## config.mk

```make
export PLATFORM = sky130hd
export DESIGN_NAME = game_timer_status
export DESIGN_NICKNAME = d
export VERILOG_FILES = /design/src/rtl/game_timer_status.sv
export SDC_FILE = /design/constraint.sdc
export NUM_CORES = 1
export LEC_CHECK = 0
export BUFFER_PORTS_ARGS = -buffer_cell sky130_fd_sc_hd__buf_2
export CAP_MARGIN = 20
export CORE_ASPECT_RATIO = 0.8
export CORE_MARGIN = 3
export CORE_UTILIZATION = 37
export CTS_CLUSTER_SIZE = 25
export DETAILED_ROUTE_END_ITERATION = 7
export HOLD_SLACK_MARGIN = 0.08
export PLACE_DENSITY = 0.69
export SYNTH_ARGS = -nofsm -noshare
export SYNTH_HDL_FRONTEND = slang
export SYNTH_SLANG_ARGS = --single-unit
export TNS_END_PERCENT = 50
```

## constraint.sdc

```tcl
create_clock -name clk_1Hz -period 4 [get_ports clk_1Hz]
set_input_delay 0 -clock clk_1Hz [delete_from_list [all_inputs] [get_ports clk_1Hz]]
set_output_delay 0 -clock clk_1Hz [all_outputs]
set_load 0.02 [all_outputs]
```

## src/rtl/game_timer_status.sv

```systemverilog
// game_timer_status
// Converts elapsed play time from the stopwatch into remaining time against a
// fixed limit, runs the RUN/WARN/CRIT/EXPIRED/WON status machine for display
// and LEDs, and keeps the best completion time across games.
module game_timer_status #(
   parameter int LIMIT_SEC = 1800,  // game time limit, at most 2047
   parameter int WARN_SEC  = 300,   // remaining time at or below which WARN is shown
   parameter int CRIT_SEC  = 60     // remaining time at or below which CRIT is shown
) (
   input  logic        clk_1Hz,
   input  logic        reset,
   input  logic        new_game,
   input  logic        playing_condition,
   input  logic        game_won,
   input  logic [10:0] timer,
   output logic [10:0] remaining,
   output logic [4:0]  rem_minutes,
   output logic [5:0]  rem_seconds,
   output logic [2:0]  state,
   output logic        blink,
   output logic        time_up,
   output logic        best_valid,
   output logic [10:0] best_time,
   output logic        new_record
);

   typedef enum logic [2:0] {
      S_IDLE    = 3'd0,
      S_RUN     = 3'd1,
      S_WARN    = 3'd2,
      S_CRIT    = 3'd3,
      S_EXPIRED = 3'd4,
      S_WON     = 3'd5
   } state_t;

   localparam logic [11:0] LIMIT_12  = 12'(LIMIT_SEC);
   localparam logic [11:0] WARN_12   = 12'(WARN_SEC);
   localparam logic [11:0] CRIT_12   = 12'(CRIT_SEC);
   localparam logic [10:0] LIMIT_11  = 11'(LIMIT_SEC);
   localparam logic [4:0]  LIMIT_MIN = 5'(LIMIT_SEC / 60);
   localparam logic [5:0]  LIMIT_S   = 6'(LIMIT_SEC % 60);

   state_t      cur_state, nxt_state;
   logic [11:0] timer_ext;
   logic [11:0] rem;
   logic [10:0] remaining_nxt;
   logic [4:0]  rem_minutes_nxt;
   logic [5:0]  rem_seconds_nxt;
   logic        blink_nxt;
   logic        time_up_nxt;
   logic        best_valid_nxt;
   logic [10:0] best_time_nxt;
   logic        new_record_nxt;

   // Remaining time in 12-bit arithmetic, saturated at zero once the limit is reached.
   assign timer_ext = {1'b0, timer};
   assign rem       = (timer_ext < LIMIT_12) ? (LIMIT_12 - timer_ext) : 12'd0;

   assign state = cur_state;

   // Running-state selection from the remaining time.
   function automatic state_t select_state(input logic [11:0] r);
      if (r == 12'd0)
         return S_EXPIRED;
      else if (r <= CRIT_12)
         return S_CRIT;
      else if (r <= WARN_12)
         return S_WARN;
      else
         return S_RUN;
   endfunction

   // Next-state and next-output logic for the status machine and best-time record.
   always_comb begin
      // NOTE: every variable gets a default first so no path leaves it unassigned (no latches).
      nxt_state      = cur_state;
      remaining_nxt  = remaining;
      blink_nxt      = blink;
      best_valid_nxt = best_valid;
      best_time_nxt  = best_time;
      new_record_nxt = 1'b0;

      case (cur_state)
         S_IDLE: begin
            remaining_nxt = LIMIT_11;
            blink_nxt     = 1'b0;
            if (playing_condition && !game_won) begin
               nxt_state     = select_state(rem);
               remaining_nxt = rem[10:0];
               blink_nxt     = (nxt_state == S_EXPIRED);
            end
         end

         S_RUN, S_WARN, S_CRIT: begin
            if (game_won) begin
               // Winning is honoured even while paused; remaining freezes at the winning time.
               nxt_state     = S_WON;
               remaining_nxt = rem[10:0];
               blink_nxt     = 1'b0;
               if (!best_valid || (timer < best_time)) begin
                  best_valid_nxt = 1'b1;
                  best_time_nxt  = timer;
                  new_record_nxt = 1'b1;
               end
            end else if (playing_condition) begin
               nxt_state     = select_state(rem);
               remaining_nxt = rem[10:0];
               case (nxt_state)
                  S_EXPIRED: blink_nxt = 1'b1;
                  S_CRIT:    blink_nxt = (cur_state == S_CRIT) ? ~blink : 1'b0;
                  default:   blink_nxt = 1'b0;
               endcase
            end
            // Paused: everything keeps its defaults, i.e. holds.
         end

         S_EXPIRED: begin
            remaining_nxt = 11'd0;
            blink_nxt     = 1'b1;
         end

         S_WON: begin
            blink_nxt = 1'b0;
         end

         default: begin
            nxt_state     = S_IDLE;
            remaining_nxt = LIMIT_11;
            blink_nxt     = 1'b0;
         end
      endcase

      // A new game overrides everything except the best-time record.
      if (new_game) begin
         nxt_state      = S_IDLE;
         remaining_nxt  = LIMIT_11;
         blink_nxt      = 1'b0;
         new_record_nxt = 1'b0;
         best_valid_nxt = best_valid;
         best_time_nxt  = best_time;
      end

      time_up_nxt     = (nxt_state == S_EXPIRED);
      rem_minutes_nxt = 5'(remaining_nxt / 11'd60);
      rem_seconds_nxt = 6'(remaining_nxt % 11'd60);
   end

   // State and output registers; reset also wipes the best-time record.
   always_ff @(posedge clk_1Hz or posedge reset) begin
      if (reset) begin
         cur_state   <= S_IDLE;
         remaining   <= LIMIT_11;
         rem_minutes <= LIMIT_MIN;
         rem_seconds <= LIMIT_S;
         blink       <= 1'b0;
         time_up     <= 1'b0;
         best_valid  <= 1'b0;
         best_time   <= 11'd0;
         new_record  <= 1'b0;
      end else begin
         // NOTE: sequential state uses non-blocking assignments so all registers update together.
         cur_state   <= nxt_state;
         remaining   <= remaining_nxt;
         rem_minutes <= rem_minutes_nxt;
         rem_seconds <= rem_seconds_nxt;
         blink       <= blink_nxt;
         time_up     <= time_up_nxt;
         best_valid  <= best_valid_nxt;
         best_time   <= best_time_nxt;
         new_record  <= new_record_nxt;
      end
   end

endmodule

```

==> summary.md, run 1 <==
| Metric | Value |
|---|---|
| Post-synth EDFFs | `0` |
| Cell taking the most area after synthesis | `dfrtp_1` |
| Relative slew slack | `0.3161` |
| Mapped Nets | `around 460` |
| Max-slew violation count | `0` |
| GRT met1 Usage | `0.2933` |
| Critical Path AT | `approximately 4 ns` |
| Area growth from synthesis to layout | `31.88%` |
| First-pass GRT wire length | `~17000 microns` |
| DRC viols | `0` |
| Fraction of registers with async set/reset | `1.000` |
| Area share of the largest cell type after synthesis | `0.2159` |
| Clk sinks | `38` |
| Seq. cell area | `964.7 sq um` |
| Final Wtd Congestion | `~0.9` |
| # fillers | `about 800` |
| Status | `finished, final reports clean` |
| Maxcap violations | `0` |
| DP HPWL | `between 7000 and 8000 microns` |
| Peak VDD IR | `~0.20 mV` |
| Gr usage total | `0.1998` |
| Tightest Pin Transition | `just over 1 ns` |
| ANT cells | `0` |
| Initial DRC Count | `between 300 and 400` |
| Vias per inst | `roughly 6.0` |
| Synth top area cells | `dfrtp_1 22%, dfstp_2 6.0%, a21o_1 4.5%` |
| Nature of the critical path endpoint | `register` |
| Die Footprint | `about 0.011 sq mm` |
| Pwr Density | `between 400 and 500 mW/mm^2` |
| Top FF cell, synth | `dfrtp_1` |
| Reg clk slew, reported paths | `around 0.060 ns` |
| CTS tree | `yes` |
| Leak | `around 2.1 nW` |
| Die Span X | `~110 microns` |
| Post-Synth Adder-Cell Area | `0.04642` |
| Largest net degree at the start of global routing | `39` |
| Mean Syn Cell Area | `~8.0 sq um` |
| Floorplan core area | `about 0.0088 sq mm` |
| Layout Nets | `560` |
| Initial antenna violation count | `0` |
| Simple-Gate Fraction of Synth Area | `0.2278` |
| Final Critical Period | `3.895 ns` |
| Port-buffer cells | `55` |
| Mux share of post-synthesis cell area | `0.02051` |
| Vias post-DR | `a little under 4000` |
| Synth Instances | `~440` |
| Top-count cell post-synth | `nand2_1` |
| Clock Latency Late Sink | `~0.28 ns` |
| Synth warn | `0` |
| Cell area after synthesis | `between 0.003 and 0.004 sq mm` |
| Vias in the first global route | `3368` |
| FP Rows | `30` |
| Class of the worst hold path | `in2reg` |
| Setup Skew | `around 0.0075 ns` |
| H-tree depth | `2` |
| Wire length per cell | `around 17 microns` |
| Crit path kind | `reg2reg` |
| GR Layer Usage met3 | `0.02678` |
| Post-route setup TNS | `0 ns` |
| Post-route antenna net violation count | `0` |
| Register area share after synthesis | `0.2764` |
| Register bit count reported by yosys | `38` |
| Setup-failing EPs final | `0` |
| Most frequent cells after synthesis | `40 x nand2_1, 31 x o21ai_0, 30 x dfrtp_1` |
| Main combinational cell family by area after synthesis | `compound AO/OA/AOI/OAI gates` |
| Crit-path max FO | `4` |
| Pre-antenna DRT Iters | `7` |
| Share of layout cells above drive strength 1 | `0.3302` |
| Met2 usage in global routing | `0.3091` |
| Grt peak-use layer | `met2` |
| Clock Path Buffers | `2` |
| Root buf cell | `clkbuf_16` |
| Compound-Gate Fraction of Synth Area | `0.3487` |
| Fmax | `approximately 0.26 GHz` |
| Initial Utilization | `0.3942` |
| Die H | `92.71 microns` |
| Routed wire length | `10790 microns` |
| I/O pins | `56` |
| Final Power | `slightly above 2 mW` |
| Startpoint class of the critical path | `register` |
| Congestion Overflow GR | `0` |
| Post-synthesis cell type count | `75` |
| Footprint of the multi-input gates | `approximately 0.0024 sq mm` |
| CTS Buf Count | `5` |
| Fin. Hold Viols | `0` |
| Worst path required time | `approximately 4.2 ns` |
| Synth Area in XOR/XNOR | `0.01008` |
| Final worst-path cycle share | `0.9738` |
power breakdown:
part           switching [mW]  internal [mW]
sequential             0.0954          0.481
combinational           0.594          0.433
clock                   0.165          0.292
routing by layer:
metal  vias up  wire [microns]
met4         0             149
met3        18             727
li1       1838               -
met2       184            4859
met5         -               0
met1      1840            5052
state kept, by name (all words and copies together) (netlist names):
signal / flops
rem_seconds: 6
state: 3
rem_minutes: 5
blink: 1
time_up: 1
new_record: 1
best_valid: 1
best_time: 11
remaining: 9
metrics by stage:
stage	worst slack [ns]	hold slack (ns)	std cells	area, sq um	utilization
finish	0.1049	0.1436	645	4586	0.5199
global placement	0.02354	0.1611	624	4141	0.4695
global route	-0.08465	0.1630	645	4586	0.5199
CTS	0.009395	0.1416	635	4345	0.4926
floorplan	0.01384	0.06314	435	3482	-
detailed placement	-0.01774	0.1609	624	4141	0.4695
repair_timing:
item / CTS / global route
setup endpoints to repair: 2 / 5
pin swaps: 0 / 9
cloned: 0 / 0
setup buffers: 0 / 9
hold buffers: 3 / 0
hold endpoints to repair: 33 / 0
resized for setup: 1 / 33
cells in the final DEF, fill, tap and decap left out, types with 11 or more instances in the layout:
cell type / instances
nand4_1: 14
buf_2: 55
a21o_1: 20
nand2b_1: 15
a31oi_1: 11
ha_1: 11
nand2_1: 39
nand3_1: 25
nor2_1: 20
buf_4: 59
dfrtp_1: 27
a21oi_1: 19
o21ai_0: 29
inv_1: 25
worst max-delay path: stages (launching register included):
cell,delay (ns)
dfrtp_2,0.40
or2_4,0.28
buf_4,0.17
a31oi_1,0.55
a211oi_1,0.20
or4_4,0.52
a211o_1,0.30
a21o_1,0.21
o21ai_1,0.14
o21ai_1,0.09
ha_2,0.18
a32oi_1,0.14
nand2_1,0.11
a31oi_4,0.18
mux2_4,0.31
kinds of logic after synthesis:
kind of cell	Yosys count
adder cells (fa/ha/maj)	13
XOR/XNOR	4
buffers and inverters	57
flip-flops	38
AND/OR/NAND/NOR	153
multiplexers	6
AO/OA/AOI/OAI	164
final timing paths:
kind                                               start  cells past startpoint                        to  slack, ns
worst max register to register        state[0]$_DFF_PP0_                     14  rem_seconds[3]$_DFF_PP0_       0.10
worst min-delay path                            timer[0]                      4  best_time[0]$_DFFE_PP0P_       0.14
worst max-delay path                  state[0]$_DFF_PP0_                     14  rem_seconds[3]$_DFF_PP0_       0.10
min in group asynchronous                          reset                      4         blink$_DFFE_PP0P_       0.39
worst min register to register  rem_seconds[0]$_DFF_PP0_                      2  rem_seconds[0]$_DFF_PP0_       0.59
max in group asynchronous                          reset                      4        state[2]$_DFF_PP0_       3.23
area by class of cell:
type | count | share of cell area
Multi-Input combinational cell | 340 | 0.5307
Timing Repair Buffer | 119 | 0.1689
Clock buffer | 5 | 0.02729
Clock inverter | 3 | 0.008731
Sequential cell | 38 | 0.2104
Inverter | 28 | 0.02347
Tap cell | 112 | 0.03056
Note: power is estimated with default switching activity, not from simulation.
==> inputs of run 2 (changes only) <==
BUFFER_PORTS_ARGS = -buffer_cell sky130_fd_sc_hd__clkbuf_2   (was -buffer_cell sky130_fd_sc_hd__buf_2)
PLACE_DENSITY = 0.67   (was 0.69)
clock period = 5 ns   (was 4 ns; I/O delays follow)
==> run 2 against run 1 <==
Against the previous run:
- register-to-register slack improved by 0.30 ns
- global-route usage fell by 0.91 points
- clock-buffer cell count did not move
- clock power fell by 7.2%
- non-clock buffer count fell by 57
- critical endpoint unchanged
- critical path type unchanged
- setup slack improved by 0.30 ns
==> summary.md, run 2 (synthesis results as in run 1) <==
| Metric | Value |
|---|---|
| CTS tree | `yes` |
| Crit path kind | `reg2reg` |
| Reg clk slew, reported paths | `0.06 ns (about the same)` |
| Final worst-path cycle share | `0.9183 (-0.05547)` |
| Critical Path AT | `4.76 ns (+0.70 ns)` |
| Routed wire length | `10000 microns (-7.3%)` |
| Fmax | `0.2178 GHz (-15%)` |
| Register-to-register setup slack | `0.41 ns (+0.30 ns)` |
| Buffers and inverters on the worst path | `1 (unchanged)` |
| Tightest Pin Transition | `1.048 ns (+0.02251 ns)` |
| CP delay by family, top | `compound AO/OA/AOI/OAI gates` |
| Nature of the critical path endpoint | `register` |
| Clk sinks | `38 (unchanged)` |
| Post-Layout Cell Count | `588 (-8.8%)` |
| Most common cell after layout, fill and taps aside | `clkbuf_2` |
| Setup-failing EPs final | `0 (unchanged)` |
| Die Span X | `114.4 microns (unchanged)` |
| Die H | `92.71 microns (unchanged)` |
| Worst path required time | `5.17 ns (+1.00 ns)` |
| RSZ-0062 raised after global routing | `false` |
| FP Rows | `30 (unchanged)` |
| Most common cell on crit path | `o21ai_0` |
| Congestion Overflow GR | `0 (unchanged)` |
| Port-buffer cells | `55 (unchanged)` |
| Largest net degree at the start of global routing | `39 (unchanged)` |
| Initial DRC Count | `414 (+31%)` |
| Fin. Hold Viols | `0 (unchanged)` |
| Gr usage total | `0.1907 (-0.009082)` |
| CTS Buf Count | `5 (unchanged)` |
| Initial Utilization | `0.3942 (unchanged)` |
| Max reg flops | `11 (unchanged)` |
| Pre-antenna DRT Iters | `5 (-2)` |
| Final Critical Period | `4.592 ns (+0.6964 ns)` |
| Class of the worst hold path | `in2reg` |
| Critical path's slowest cell | `or4_4` |
| Slowest cell delay on critical path | `0.61 ns (+0.06 ns)` |
| I/O pins | `56 (unchanged)` |
| Root buf cell | `clkbuf_16` |
| Post-route setup TNS | `0 ns (unchanged)` |
| Wire length per cell | `17.01 microns (+1.7%)` |
| Top Registers | `best_time (11), remaining (9), rem_seconds (6)` |
| Post-route antenna net violation count | `0 (unchanged)` |
| Initial antenna violation count | `0 (unchanged)` |
| Vias post-DR | `3599 (-7.2%)` |
| P_int | `0.9342 mW (-23%)` |
| Area growth from synthesis to layout | `15.83%` |
| Final Wtd Congestion | `0.9232 (+2.7%)` |
| Die Footprint | `0.01060 sq mm (unchanged)` |
| Largest Register | `best_time` |
| Clock Path Buffers | `2 (unchanged)` |
| Sw Ratio | `0.4130 (-0.001856)` |
| Floorplan core area | `0.008821 sq mm (unchanged)` |
| Clock Latency Late Sink | `0.28 ns (about the same)` |
| Psw | `0.6573 mW (-23%)` |
| Vias in the first global route | `3324 (-1.3%)` |
| Maxcap violations | `0 (unchanged)` |
| Vias per inst | `6.121 (+1.7%)` |
| Sequential Power Share | `0.291 (+0.011)` |
| Crit-path max FO | `14 (+10)` |
| Worst path cell trace | `buf_4, o21bai_1, and3_1, a221o_1, a2111oi_0, or4_4, a211o_1, a21o_1, o21ai_0, o21ai_0, ha_1, a32oi_1, nand2_1, a31oi_4, mux2_4` |
| First-pass GRT wire length | `16820 microns (-3.1%)` |
| Layout Nets | `503 (-10%)` |
| Leak | `1.848 nW (-13%)` |
| Relative slew slack | `0.3011 (-0.01500)` |
| Clock share of power | `0.266 (+0.044)` |
| Comb pwr share | `0.443 (-0.055)` |
| Peak VDD IR | `0.1729 mV (-13%)` |
| Commonest cells after routing, fill and taps aside | `55 x clkbuf_2, 40 x nand2_1, 31 x o21ai_0, 30 x dfrtp_1` |
| DP HPWL | `7268 microns (-7.8%)` |
| Post-placement cell count | `576 (-7.7%)` |
| Setup Skew | `0.003658 ns (-0.003797 ns)` |
| DRC viols | `0 (unchanged)` |
| Startpoint class of the critical path | `register` |
| H-tree depth | `2 (unchanged)` |
| Status | `finished, final reports clean` |
| Pwr Density | `395.1 mW/mm^2 (-12%)` |
| Max-slew violation count | `0 (unchanged)` |
| ANT cells | `0 (unchanged)` |
| Share of layout cells above drive strength 1 | `0.2059 (-0.1243)` |
==> run 2: changes by cell type in the layout (fill, tap and decap cells not counted), sizes merged <==
cell    delta
buf      -112
clkbuf    +55
bufinv     +1
clkinv     -1
==> run 2: power by group through the flow <==
| stage | registers [mW] | clock network [mW] | logic (mW) |
|---|---|---|---|
| after detailed placement | 0.468 | 0 | 0.692 |
| final | 0.463 | 0.424 | 0.704 |
| after global routing | 0.475 | 0.445 | 0.780 |
| after CTS | 0.462 | 0.431 | 0.698 |
| after global placement | 0.461 | 0 | 0.681 |
| after floorplan | 0.524 | 0 | 0.450 |
==> run 2: stage by stage <==
stage	instance area (sq um)	util	power (mW)	worst slack (ns)	hold WS (ns)
floorplan	3477	-	0.9743	0.9105	0.06314
global placement	3776	0.4281	1.142	0.6323	0.1369
detailed placement	3776	0.4281	1.159	0.5329	0.1497
CTS	4000	0.4535	1.591	0.4744	0.1593
global route	4028	0.4566	1.700	0.01965	0.2058
finish	4028	0.4566	1.592	0.4084	0.1624
==> run 2: what timing repair did <==
action	4_1_cts	5_1_grt
gates resized for setup	0	0
setup buffers	0	0
hold buffers	3	0
endpoints found under the hold margin	33	0
==> run 2: cell type report <==
cell class / instances / area, sq um
Inverter: 28 / 105.1
Fill cell: 876 / 4793
Clock inverter: 3 / 68.82
Multi-Input combinational cell: 340 / 2272
Timing Repair Buffer: 62 / 355.3
Sequential cell: 38 / 960.9
Clock buffer: 5 / 125.1
Tap cell: 112 / 140.1
==> run 2: worst register-to-register path: stages, from the launching register on <==
cell       delay [ns]
dfrtp_1          0.32
buf_4            0.19
o21bai_1         0.23
and3_1           0.45
a221o_1          0.57
a2111oi_0        0.23
or4_4            0.61
a211o_1          0.33
a21o_1           0.22
o21ai_0          0.15
o21ai_0          0.14
ha_1             0.25
a32oi_1          0.16
nand2_1          0.11
a31oi_4          0.20
mux2_4           0.32
==> run 2: metal layers <==
metal  routed length, microns  up-vias  global-route usage  part of all wire
li1                         -     1730                   -                 -
met1                     4683     1704              0.2826              0.47
met4                      190        0             0.06133             0.019
met3                      777       16             0.03462             0.078
met5                        0        -                   0                 0
met2                     4351      149              0.2771              0.44
==> run 2: worst paths after layout <==
path | end | cells past startpoint | from
setup / recovery | rem_seconds[3]$_DFF_PP0_ | 15 | state[2]$_DFF_PP0_
hold / removal | best_time[7]$_DFFE_PP0P_ | 4 | timer[7]
setup reg to reg | rem_seconds[3]$_DFF_PP0_ | 15 | state[2]$_DFF_PP0_
hold reg to reg | rem_seconds[0]$_DFF_PP0_ | 2 | rem_seconds[0]$_DFF_PP0_
max in group asynchronous | remaining[8]$_DFF_PP1_ | 4 | reset
min in group asynchronous | state[1]$_DFF_PP0_ | 4 | reset
==> inputs of run 3 (changes only) <==
CORE_MARGIN = not set   (was 3)
CORE_UTILIZATION = 51   (was 37)
PLACE_DENSITY = 0.84   (was 0.67)
TNS_END_PERCENT = 1   (was 50)
==> run 3 against run 2 <==
Against the previous run:
- critical path depth increased by 1
- non-clock buffer count unchanged
- flip-flop and latch count stayed put
- setup slack worse by 0.041 ns
- register-to-register slack worse by 0.04 ns
- largest cell class unchanged
- combinational power hardly changed
- die area decreased by 33%
- global-route usage grew 8.4 points
- cell area down 2.5%
- via count increased by 2.3%
- sequential power hardly changed
- power is 6.0% lower
==> summary.md, run 3 (synthesis results as in run 1) <==
| Metric | Value |
|---|---|
| Initial antenna violation count | `0 (unchanged)` |
| I/O pins | `56 (unchanged)` |
| Comb pwr share | `0.473 (+0.030)` |
| Sequential Power Share | `0.310 (+0.019)` |
| Maxcap violations | `0 (unchanged)` |
| Setup-failing EPs final | `0 (unchanged)` |
| Largest net degree at the start of global routing | `39 (unchanged)` |
| Crit path kind | `reg2reg` |
| Placement Cell Area | `0.003741 sq mm (-0.93%)` |
| Post-Layout Cell Count | `560 (-4.8%)` |
| Status | `finished, final reports clean` |
| Die Footprint | `0.007154 sq mm (-33%)` |
| R2R cell count | `16 (+1)` |
| Vias per inst | `6.573 (+7.4%)` |
| Post-route setup TNS | `0 ns (unchanged)` |
| DRC viols | `0 (unchanged)` |
| Post-placement cell count | `548 (-4.9%)` |
| P_int | `0.8481 mW (-9.2%)` |
| Area growth from synthesis to layout | `12.88%` |
| Wire length per cell | `17.24 microns (+1.4%)` |
| Crit-path max FO | `14 (unchanged)` |
| H-tree depth | `2 (unchanged)` |
| Layout Nets | `503 (unchanged)` |
| Commonest cells after routing, fill and taps aside | `55 x clkbuf_2, 40 x nand2_1, 31 x o21ai_0, 30 x dfrtp_1` |
| DP HPWL | `6973 microns (-4.1%)` |
| RSZ-0062 raised after global routing | `false` |
| Sw Ratio | `0.4330 (+0.02003)` |
| Root buf cell | `clkbuf_8` |
| Largest Register | `best_time` |
| CTS tree | `yes` |
| Worst path required time | `5.19 ns (+0.02 ns)` |
| Clk sinks | `38 (unchanged)` |
| Die Span X | `94.32 microns (-18%)` |
| Clock Latency Late Sink | `0.31 ns (+0.03 ns)` |
| Congestion Overflow GR | `0 (unchanged)` |
| Initial DRC Count | `330 (-20%)` |
| Reg clk slew, reported paths | `0.08 ns (+0.02 ns)` |
| Setup Skew | `0.009895 ns (+0.006237 ns)` |
| Die H | `75.86 microns (-18%)` |
| Top Registers | `best_time (11), remaining (9), rem_seconds (6)` |
| Fin. Hold Viols | `0 (unchanged)` |
| Clock Path Buffers | `2 (unchanged)` |
| Peak VDD IR | `0.2241 mV (+30%)` |
| Pwr Density | `381.1 mW/mm^2 (-3.6%)` |
| Final Critical Period | `4.632 ns (+0.04052 ns)` |
| # fillers | `578 (-34%)` |
| Floorplan core area | `0.006474 sq mm (-27%)` |
| Hold WS | `0.1552 ns (-0.007165 ns)` |
| Setup Fix Bufs, Post-CTS | `0 (unchanged)` |
| ANT cells | `0 (unchanged)` |
| Clock share of power | `0.217 (-0.049)` |
| Fmax | `0.2159 GHz (-0.87%)` |
| FP Rows | `26 (-13%)` |
| CTS Buf Count | `5 (unchanged)` |
| Max reg flops | `11 (unchanged)` |
| Final Cell Area | `0.003925 sq mm (-2.5%)` |
| Share of layout cells above drive strength 1 | `0.2080 (+0.002101)` |
| Tightest Pin Transition | `1.054 ns (+0.005999 ns)` |
| Final worst-path cycle share | `0.9264 (+0.008105)` |
| Relative slew slack | `0.2971 (-0.003999)` |
| Core Util, Final | `0.6063 (+0.1497)` |
| Initial Utilization | `0.5371 (+0.1429)` |
| Pre-antenna DRT Iters | `6 (+1)` |
| Final Wtd Congestion | `0.9044 (-2.0%)` |
| Post-route antenna net violation count | `0 (unchanged)` |
| Vias post-DR | `3681 (+2.3%)` |
| Hold path cells | `4 (unchanged)` |
| Nature of the critical path endpoint | `register` |
| Class of the worst hold path | `in2reg` |
| Most common cell after layout, fill and taps aside | `clkbuf_2` |
| First-pass GRT wire length | `15500 microns (-7.8%)` |
| Port-buffer cells | `55 (unchanged)` |
| Vias in the first global route | `3151 (-5.2%)` |
| Leak | `1.818 nW (-1.6%)` |
| Routed wire length | `9655 microns (-3.5%)` |
| Critical Path AT | `4.82 ns (+0.06 ns)` |
| Startpoint class of the critical path | `register` |
| Max-slew violation count | `0 (unchanged)` |
| Gr usage total | `0.2748 (+0.08410)` |
| Psw | `0.6477 mW (-1.5%)` |
-- run 3: cell counts in the layout (fill, tap and decap cells not counted) --
Identical to the previous run, type by type.
-- run 3: final cells by class --
| cell class | instances | area [sq um] | share of cell area |
|---|---|---|---|
| multi-input cells | 340 | 2273 | 0.5792 |
| flip-flops and latches | 38 | 960.9 | 0.2448 |
| repair buffers | 62 | 342.8 | 0.08734 |
| inverters | 28 | 105.1 | 0.02678 |
| well taps | 84 | 105.1 | 0.02678 |
| clock buffers | 5 | 68.82 | 0.01753 |
| clock inverters | 3 | 68.82 | 0.01753 |
-- run 3: metrics by stage --
step | setup slack, ns | power (mW)
3_5_place_dp | 0.3135 | 1.157
6_report | 0.3679 | 1.496
2_1_floorplan | 0.9105 | 0.9743
4_1_cts | 0.2379 | 1.490
3_3_place_gp | 0.5018 | 1.130
5_1_grt | 0.1065 | 1.593
-- run 3: routing by layer --
metal  GRT usage  routed length [microns]  vias up
met4     0.06838                      146        0
li1            -                        -     1727
met1      0.3953                     4319     1712
met2      0.4364                     4368      220
met5           0                        0        -
met3     0.03792                      821       22
-- run 3: power groups by stage --
stage                     combinational [mW]  sequential (mW)  clock [mW]
after CTS                              0.697            0.462       0.330
after detailed placement               0.690            0.467           0
after global routing                   0.775            0.476       0.342
final                                  0.707            0.464       0.325
after floorplan                        0.450            0.524           0
after global placement                 0.669            0.461           0
-- run 3: worst paths after layout --
| path | to | slack [ns] | start |
|---|---|---|---|
| min reg2reg | rem_seconds[0]$_DFF_PP0_ | 0.60 | rem_seconds[0]$_DFF_PP0_ |
| min | best_time[7]$_DFFE_PP0P_ | 0.16 | timer[7] |
| max in group asynchronous | remaining[8]$_DFF_PP1_ | 4.28 | reset |
| min in group asynchronous | best_time[0]$_DFFE_PP0P_ | 0.35 | reset |
| max reg2reg | rem_seconds[3]$_DFF_PP0_ | 0.37 | state[2]$_DFF_PP0_ |
| max | rem_seconds[3]$_DFF_PP0_ | 0.37 | state[2]$_DFF_PP0_ |
-- run 3: timing repair --
item                                    in CTS  in global routing
resized for setup                            0                  2
hold buffers                                 3                  0
endpoints found under the setup margin       0                  2
endpoints found under the hold margin       33                  0
-- run 3: worst max-delay path, cell delays in order, from the launching register on --
cell and delay, ns:
dfrtp_1 0.61, o21bai_1 0.29, and3_1 0.44, and3_1 0.23, a31oi_2 0.09, inv_2 0.22
o2111ai_1 0.20, mux2_4 0.37, or4_4 0.57, o211a_1 0.19, o21ai_0 0.14, o21ai_0 0.14
ha_1 0.24, a32oi_1 0.16, nand2_1 0.11, a31oi_4 0.20, mux2_4 0.31
